--- config.mk ---
export PLATFORM = sky130hd
export DESIGN_NAME = mem_port_arbiter_flat
export DESIGN_NICKNAME = d
export VERILOG_FILES = /design/src/rtl/mem_port_arbiter_if.sv /design/src/rtl/mem_port_arbiter.sv /design/src/flat_wrapper.sv
export SDC_FILE = /design/constraint.sdc
export NUM_CORES = 1
export LEC_CHECK = 0
export CAP_MARGIN = 15
export CORE_MARGIN = 5
export CORE_UTILIZATION = 35
export DETAILED_ROUTE_END_ITERATION = 6
export GPL_TIMING_DRIVEN = 1
export PLACE_DENSITY = 0.77
export REMOVE_ABC_BUFFERS = 1
export SLEW_MARGIN = 20
export SYNTH_ARGS = -nofsm -noshare
export SYNTH_HDL_FRONTEND = slang
export SYNTH_SLANG_ARGS = --single-unit
export TNS_END_PERCENT = 100
--- constraint.sdc ---
create_clock -name clk -period 1.65 [get_ports clk]
set_input_delay 0.33 -clock clk [delete_from_list [all_inputs] [get_ports clk]]
set_output_delay 0.33 -clock clk [all_outputs]
set_load 0.005 [all_outputs]
--- src/rtl/mem_port_arbiter_if.sv ---
// One requester port of the memory arbiter: request with address/data, registered read data and ack.
// The requester holds req, we, addr and wdata stable until ack, then drops req the next cycle.
interface mem_port_arbiter_if #(
  parameter int ADDR_W = 32,
  parameter int DATA_W = 32
);
  logic              req;
  logic              we;
  logic [ADDR_W-1:0] addr;
  logic [DATA_W-1:0] wdata;
  logic [DATA_W-1:0] rdata;
  logic              ack;

  modport master (output req, we, addr, wdata, input rdata, ack);
  modport slave  (input req, we, addr, wdata, output rdata, ack);
endinterface

--- src/rtl/mem_port_arbiter.sv ---
// Round-robin arbiter giving a CPU port and a DMA port turns on one single-ported memory.
// Grant to ack takes MEM_LAT+1 cycles; a port waits, holding req, while the other port owns the memory.
module mem_port_arbiter #(
  parameter int ADDR_W  = 32,
  parameter int DATA_W  = 32,
  parameter int MEM_LAT = 2
) (
  input  logic              clk,
  input  logic              rst,
  mem_port_arbiter_if.slave cpu,
  mem_port_arbiter_if.slave dma,
  output logic [ADDR_W-1:0] mem_addr,
  output logic [DATA_W-1:0] mem_wdata,
  output logic              mem_read,
  output logic              mem_write,
  input  logic [DATA_W-1:0] mem_rdata,
  output logic              busy,
  output logic              owner
);

  localparam int CNT_W = (MEM_LAT > 1) ? $clog2(MEM_LAT) : 1;
  localparam logic [CNT_W-1:0] CNT_INIT = CNT_W'(MEM_LAT - 1);

  typedef enum logic [1:0] {
    S_IDLE,
    S_ACCESS,
    S_DONE
  } state_t;

  typedef struct packed {
    logic              owner;
    logic              we;
    logic [ADDR_W-1:0] addr;
    logic [DATA_W-1:0] wdata;
  } xfer_t;

  state_t            state_q, state_d;
  logic [CNT_W-1:0]  cnt_q, cnt_d;
  logic              last_owner_q, last_owner_d;
  xfer_t             xfer_q, xfer_d;
  logic [DATA_W-1:0] cpu_rdata_q, cpu_rdata_d;
  logic [DATA_W-1:0] dma_rdata_q, dma_rdata_d;
  logic              grant_dma;

  always_comb begin
    state_d      = state_q;
    cnt_d        = cnt_q;
    last_owner_d = last_owner_q;
    xfer_d       = xfer_q;
    cpu_rdata_d  = cpu_rdata_q;
    dma_rdata_d  = dma_rdata_q;
    grant_dma    = 1'b0;
    mem_addr     = '0;
    mem_wdata    = '0;
    mem_read     = 1'b0;
    mem_write    = 1'b0;

    case (state_q)
      S_IDLE: begin
        if (cpu.req || dma.req) begin
          // On a tie the port that did not own the previous access wins.
          grant_dma    = dma.req && (!cpu.req || !last_owner_q);
          xfer_d.owner = grant_dma;
          xfer_d.we    = grant_dma ? dma.we    : cpu.we;
          xfer_d.addr  = grant_dma ? dma.addr  : cpu.addr;
          xfer_d.wdata = grant_dma ? dma.wdata : cpu.wdata;
          cnt_d        = CNT_INIT;
          state_d      = S_ACCESS;
        end
      end
      S_ACCESS: begin
        mem_addr  = xfer_q.addr;
        mem_wdata = xfer_q.wdata;
        mem_read  = !xfer_q.we;
        mem_write = xfer_q.we && (cnt_q == CNT_INIT);
        if (cnt_q == '0) begin
          if (!xfer_q.we) begin
            if (xfer_q.owner) dma_rdata_d = mem_rdata;
            else              cpu_rdata_d = mem_rdata;
          end
          last_owner_d = xfer_q.owner;
          state_d      = S_DONE;
        end else begin
          cnt_d = cnt_q - 1'b1;
        end
      end
      S_DONE:  state_d = S_IDLE;
      default: state_d = S_IDLE;
    endcase
  end

  always_ff @(posedge clk) begin
    if (rst) begin
      state_q      <= S_IDLE;
      cnt_q        <= '0;
      last_owner_q <= 1'b1;
      xfer_q       <= '0;
      cpu_rdata_q  <= '0;
      dma_rdata_q  <= '0;
    end else begin
      state_q      <= state_d;
      cnt_q        <= cnt_d;
      last_owner_q <= last_owner_d;
      xfer_q       <= xfer_d;
      cpu_rdata_q  <= cpu_rdata_d;
      dma_rdata_q  <= dma_rdata_d;
    end
  end

  assign cpu.ack   = (state_q == S_DONE) && !xfer_q.owner;
  assign dma.ack   = (state_q == S_DONE) &&  xfer_q.owner;
  assign cpu.rdata = cpu_rdata_q;
  assign dma.rdata = dma_rdata_q;
  assign busy      = (state_q != S_IDLE);
  assign owner     = xfer_q.owner;

endmodule

--- src/flat_wrapper.sv ---
// flat-port wrapper written by rule: the top's interface ports become plain ports
module mem_port_arbiter_flat 
#(
  parameter int ADDR_W  = 32,
  parameter int DATA_W  = 32,
  parameter int MEM_LAT = 2
)
  (clk, rst, mem_addr, mem_wdata, mem_read, mem_write, mem_rdata, busy, owner, cpu_req, cpu_we, cpu_addr, cpu_wdata, cpu_rdata, cpu_ack, dma_req, dma_we, dma_addr, dma_wdata, dma_rdata, dma_ack);
  mem_port_arbiter_if #(.ADDR_W(ADDR_W), .DATA_W(DATA_W)) cpu_i ();
  mem_port_arbiter_if #(.ADDR_W(ADDR_W), .DATA_W(DATA_W)) dma_i ();
  input  logic clk;
  input  logic rst;
  output logic [ADDR_W-1:0] mem_addr;
  output logic [DATA_W-1:0] mem_wdata;
  output logic mem_read;
  output logic mem_write;
  input  logic [DATA_W-1:0] mem_rdata;
  output logic busy;
  output logic owner;
  input wire logic [$bits(cpu_i.req)-1:0] cpu_req;
  input wire logic [$bits(cpu_i.we)-1:0] cpu_we;
  input wire logic [$bits(cpu_i.addr)-1:0] cpu_addr;
  input wire logic [$bits(cpu_i.wdata)-1:0] cpu_wdata;
  output wire logic [$bits(cpu_i.rdata)-1:0] cpu_rdata;
  output wire logic [$bits(cpu_i.ack)-1:0] cpu_ack;
  input wire logic [$bits(dma_i.req)-1:0] dma_req;
  input wire logic [$bits(dma_i.we)-1:0] dma_we;
  input wire logic [$bits(dma_i.addr)-1:0] dma_addr;
  input wire logic [$bits(dma_i.wdata)-1:0] dma_wdata;
  output wire logic [$bits(dma_i.rdata)-1:0] dma_rdata;
  output wire logic [$bits(dma_i.ack)-1:0] dma_ack;
  assign cpu_i.req = cpu_req;
  assign cpu_i.we = cpu_we;
  assign cpu_i.addr = cpu_addr;
  assign cpu_i.wdata = cpu_wdata;
  assign cpu_rdata = cpu_i.rdata;
  assign cpu_ack = cpu_i.ack;
  assign dma_i.req = dma_req;
  assign dma_i.we = dma_we;
  assign dma_i.addr = dma_addr;
  assign dma_i.wdata = dma_wdata;
  assign dma_rdata = dma_i.rdata;
  assign dma_ack = dma_i.ack;
  mem_port_arbiter #(.ADDR_W(ADDR_W), .DATA_W(DATA_W), .MEM_LAT(MEM_LAT)) u_core (.clk(clk), .rst(rst), .cpu(cpu_i), .dma(dma_i), .mem_addr(mem_addr), .mem_wdata(mem_wdata), .mem_read(mem_read), .mem_write(mem_write), .mem_rdata(mem_rdata), .busy(busy), .owner(owner));
endmodule
# [Word level (Yosys, flattened, before mapping)]
# Index checks and enable logic that the tools add are counted.
[classes] n_mux=13 addsub=1 reduce_logical=19 bitwise_logic=3 eq_ne=4
[op_table] operator="$mux W32" count=4
[op_table] operator="$reduce_and A2 Y1" count=4
[op_table] operator="$reduce_and A4 Y1" count=2
[op_table] operator="$mux W1" count=5
[op_table] operator="$logic_and A1 B1 Y1" count=4
[op_table] operator="$logic_not A1 Y1" count=4
[op_table] operator="$mux W2" count=2
[op_table] operator="$pmux W2 S2" count=1
[op_table] operator="$reduce_bool A2 Y1" count=2
[op_table] operator="$not A1 Y1" count=3
[op_table] operator="$eq A2 B1 Y1 const B" count=1
[op_table] operator="$eq A2 B2 Y1 const B" count=1
[op_table] operator="$logic_not A2 Y1" count=1
[op_table] operator="$logic_or A1 B1 Y1" count=2
[op_table] operator="$ne A2 B1 Y1 const B" count=1
[op_table] operator="$ne A2 B2 Y1 const B" count=1
[op_table] operator="$pmux W1 S2" count=1
[op_table] operator="$sub A1 B1 Y1 const B" count=1
[word_totals] out_inout_bits=134 in_bits=166 word_cells=49 register_bits=134

# [Logic depth before layout (Yosys ltp)]
[depth] word_depth=4 ltp_mapped=6 depth_no_buf=4

# [Worst setup path after synthesis]
# Ideal clock, no wire load.
[synth_path] kind="flip-flop to output port" from="reg u_core.state_q[0]" to="out mem_addr[10]" slack_ns=0.175 t_required_ns=1.320 stages_incl_launch_ff=6 t_arrival_ns=1.145 n_path_buf=3 path_cell_list="dfxtp_1 > nor2b_1 > buf_4 > buf_2 > clkbuf_1 > and2_1"
[synth_via] elab_chain_cells=2
[synth_rtl] element="start: declaration" line="mem_port_arbiter.sv:37" rtl="state_t state_q, state_d;"
[synth_rtl] element="start signal: assignment" line="mem_port_arbiter.sv:101" rtl="state_q <= state_d;"
[synth_rtl] element="$eq A2 B1 Y1" line="mem_port_arbiter.sv:58" rtl="case (state_q)"
[synth_rtl] element="$mux W32" line="mem_port_arbiter.sv:58"
[synth_rtl] element="end: declaration" line="flat_wrapper.sv:13" rtl="output logic [ADDR_W-1:0] mem_addr;"
# Every way passes these cells.

# [Worst setup path after layout]
[layout_path] from="reg u_core.state_q[1]" to="out mem_addr[23]"
# Same word-level chain as after synthesis.

==> results.sh <==
export IMPL_cts_tree="yes"
export IMPL_grt_usage=0.195
export IMPL_start_util=0.359
export IMPL_drc=0
export IMPL_rsz0062_at_grt="true"
export IMPL_area_delta_synth_final_pct=69.9
export IMPL_core_area_um2=17400
export IMPL_fin_crit_sh=1.15
export IMPL_grt_ovfl_total=0
export IMPL_finalHoldViolCount=0
export IMPL_place_inst=1198
export IMPL_yosys_warnings=0
export IMPL_start_kind="flop"
export IMPL_totalWireLength_mm=21.6
export IMPL_synth_area_um2=6240
export IMPL_postCtsHoldBufs=0
export IMPL_peakVddDrop_v=0.000782
export IMPL_nFillCells=1508
export IMPL_insertedDiodeCount=0
export IMPL_relSlewSlack=0.769
export IMPL_drt_initial_drc_count=205
export IMPL_grt_start_max_net_pins=68
export IMPL_maxCapViolCount=0
export IMPL_grt_pass1_vias=5885
export IMPL_skew_ns=0.0162
export IMPL_routedWlPerCell_um=17.3
export IMPL_fp_row_count=48
export IMPL_die_area_um2=20600
export IMPL_path_clk_slew_ns=0.06
export IMPL_dpl_hpwl_mm=14.3
export IMPL_cp_max_fo=8
export IMPL_crit_path_end_kind="primary output"
export IMPL_drtPass1Iterations=6
export IMPL_vias_per_cell=4.91
export IMPL_grt_pass1_wl_mm=31.7
export IMPL_cp_data_arrival_time_ns=1.57
export IMPL_leakage_nw=4.52
export IMPL_violations="setup timing"
export IMPL_clk_latency_ns=0.41
export IMPL_power_density_nw_per_um2=955
export IMPL_ys_ff_latch=134
export IMPL_instances_no_fill=1248
export IMPL_max_clock_path_buffers=2
export IMPL_die_h_um=144
export IMPL_clock_sinks=134
export IMPL_max_freq_mhz=526
export IMPL_antenna_found_initial=0
export IMPL_cts_root_buf="clkbuf_16"
export IMPL_syn_inst=717
export IMPL_drive_gt1_frac=0.191
export IMPL_hold_slack_ns=0.462
export IMPL_dr_total_vias=6131
export IMPL_critPathKind="reg -> out"
export IMPL_numPortBuffers=299
export IMPL_setup_slack_ns=-0.250
export IMPL_hp_class="in -> reg"
export IMPL_h_tree_depth=4
export IMPL_fp_dieW_um=144
export IMPL_worst_pin_slew_ns=0.347
export IMPL_numCtsBuffers=17
export IMPL_antenna_left=0
export IMPL_setup_viol=82
export IMPL_io_pin_count=300
export IMPL_ys_seq_area_frac=0.430
export IMPL_critPathRequiredTime_ns=1.32
export IMPL_run_status="finished with violations"
export IMPL_hold_path_depth=3
export IMPL_synth_distinct_cells=26
export IMPL_reg2regPathDepth=8
export IMPL_avgSynthCellArea_um2=8.71
export IMPL_drv_slew=0
export IMPL_finalNetCount=1177
export IMPL_fin_tns_setup_ns=-10.06
export IMPL_period_needed_ns=1.90
export IMPL_gp_congestion=0.821
[flip-flops by register name (all words and copies together) (netlist names)]
register and cells:
u_core.last_owner_q 1, u_core.owner 1, u_core.cnt_q 1, u_core.dma.rdata 32, u_core.xfer_q 65, u_core.state_q 2
u_core.cpu.rdata 32
[placed cells by master, fill, tap and decap left out, types with 34 or more instances in the layout]
cell               n
dfxtp_1          129
mux2i_1           64
buf_2             34
a311oi_1          65
nand2b_1          97
nand2_1          134
and2_4            34
a21oi_1           68
clkdlybuf4s50_1  219
buf_6             40
[synthesized netlist by cell type]
master	number	area [um2]
nor2b_1	1	6.26
nand2_1	134	503
a21boi_1	1	7.51
nand2b_1	97	607
a21bo_2	1	10.0
nor3_1	1	5.00
buf_2	27	135
nand3b_1	3	22.5
nor2_2	1	6.26
a311oi_1	65	569
nor2_1	4	15.0
o21ai_0	2	10.0
or2_2	1	6.26
inv_2	1	3.75
and3b_1	1	8.76
mux2i_1	64	641
buf_6	4	45.0
and3_1	2	12.5
buf_4	7	52.6
nand3_2	1	10.0
nor4_4	1	21.3
nor3b_1	1	7.51
and2_1	64	400
a21oi_1	68	340
clkbuf_1	31	116
dfxtp_1	134	2680
[per-stage QoR]
step                 util  worst slack [ns]  area, um2  power (mW)
finish              0.609            -0.250      10600        10.1
detailed placement  0.552            -0.170       9610        5.77
floorplan               -             -2.58       5900        4.54
global placement    0.552            -0.130       9610        5.74
CTS                 0.595            -0.323      10400        10.2
global route        0.609            -0.330      10600        10.6
[critical path: stages (launching register included)]
cell       delay (ns)
dfxtp_4          0.35
nor2b_4          0.17
buf_6            0.16
buf_12           0.11
clkbuf_16        0.14
and2_4           0.14
buf_6            0.09
[per-layer routing]
layer	global-route usage	vias to the layer above	part of all wire
met5	0	-	0
met3	0.0682	18	0.10
met4	0.0515	0	0.011
met1	0.234	2805	0.40
li1	-	3048	-
met2	0.334	260	0.49
[final timing paths]
kind,from,end,slack (ns)
setup / recovery,u_core.state_q[1],mem_addr[23],-0.25
hold / removal,rst,u_core.dma.rdata[26],0.46
setup reg to reg,u_core.state_q[1],u_core.dma.rdata[19],-0.05
hold reg to reg,u_core.cpu.rdata[6],u_core.cpu.rdata[6],0.47
[layout make-up]
class	count	area [um2]	area share
timing repair buffer	344	3630	0.342
clock inverter	13	220	0.0208
inverter	1	3.75	0.000354
multi-input combinational	513	3350	0.316
clock buffer	18	429	0.0405
tap	225	282	0.0265
sequential	134	2690	0.254
[report_power, final]
| part | switching, mW | internal [mW] | total (mW) |
|---|---|---|---|
| registers | 0.147 | 3.52 | 3.67 |
| logic | 0.959 | 1.28 | 2.24 |
| clock network | 1.52 | 2.70 | 4.22 |
| total | 2.63 | 7.50 | 10.1 |
[timing repair]
action	4_1_cts	5_1_grt
setup endpoints to repair	72	125
gates resized for setup	328	63
buffers inserted	13	4
pin swaps	15	13
cloned	4	5
[logic make-up (layout without fill, tap and decap cells)]
group                  Yosys count  in the layout  share of synthesized area
AO/OA/AOI/OAI                  137            137                      0.150
multiplexers                    64             64                      0.103
buffers and inverters           70            376                     0.0565
flip-flops                     134            134                      0.430
AND/OR/NAND/NOR                312            312                      0.261
Power figures use the tool's default switching activity.
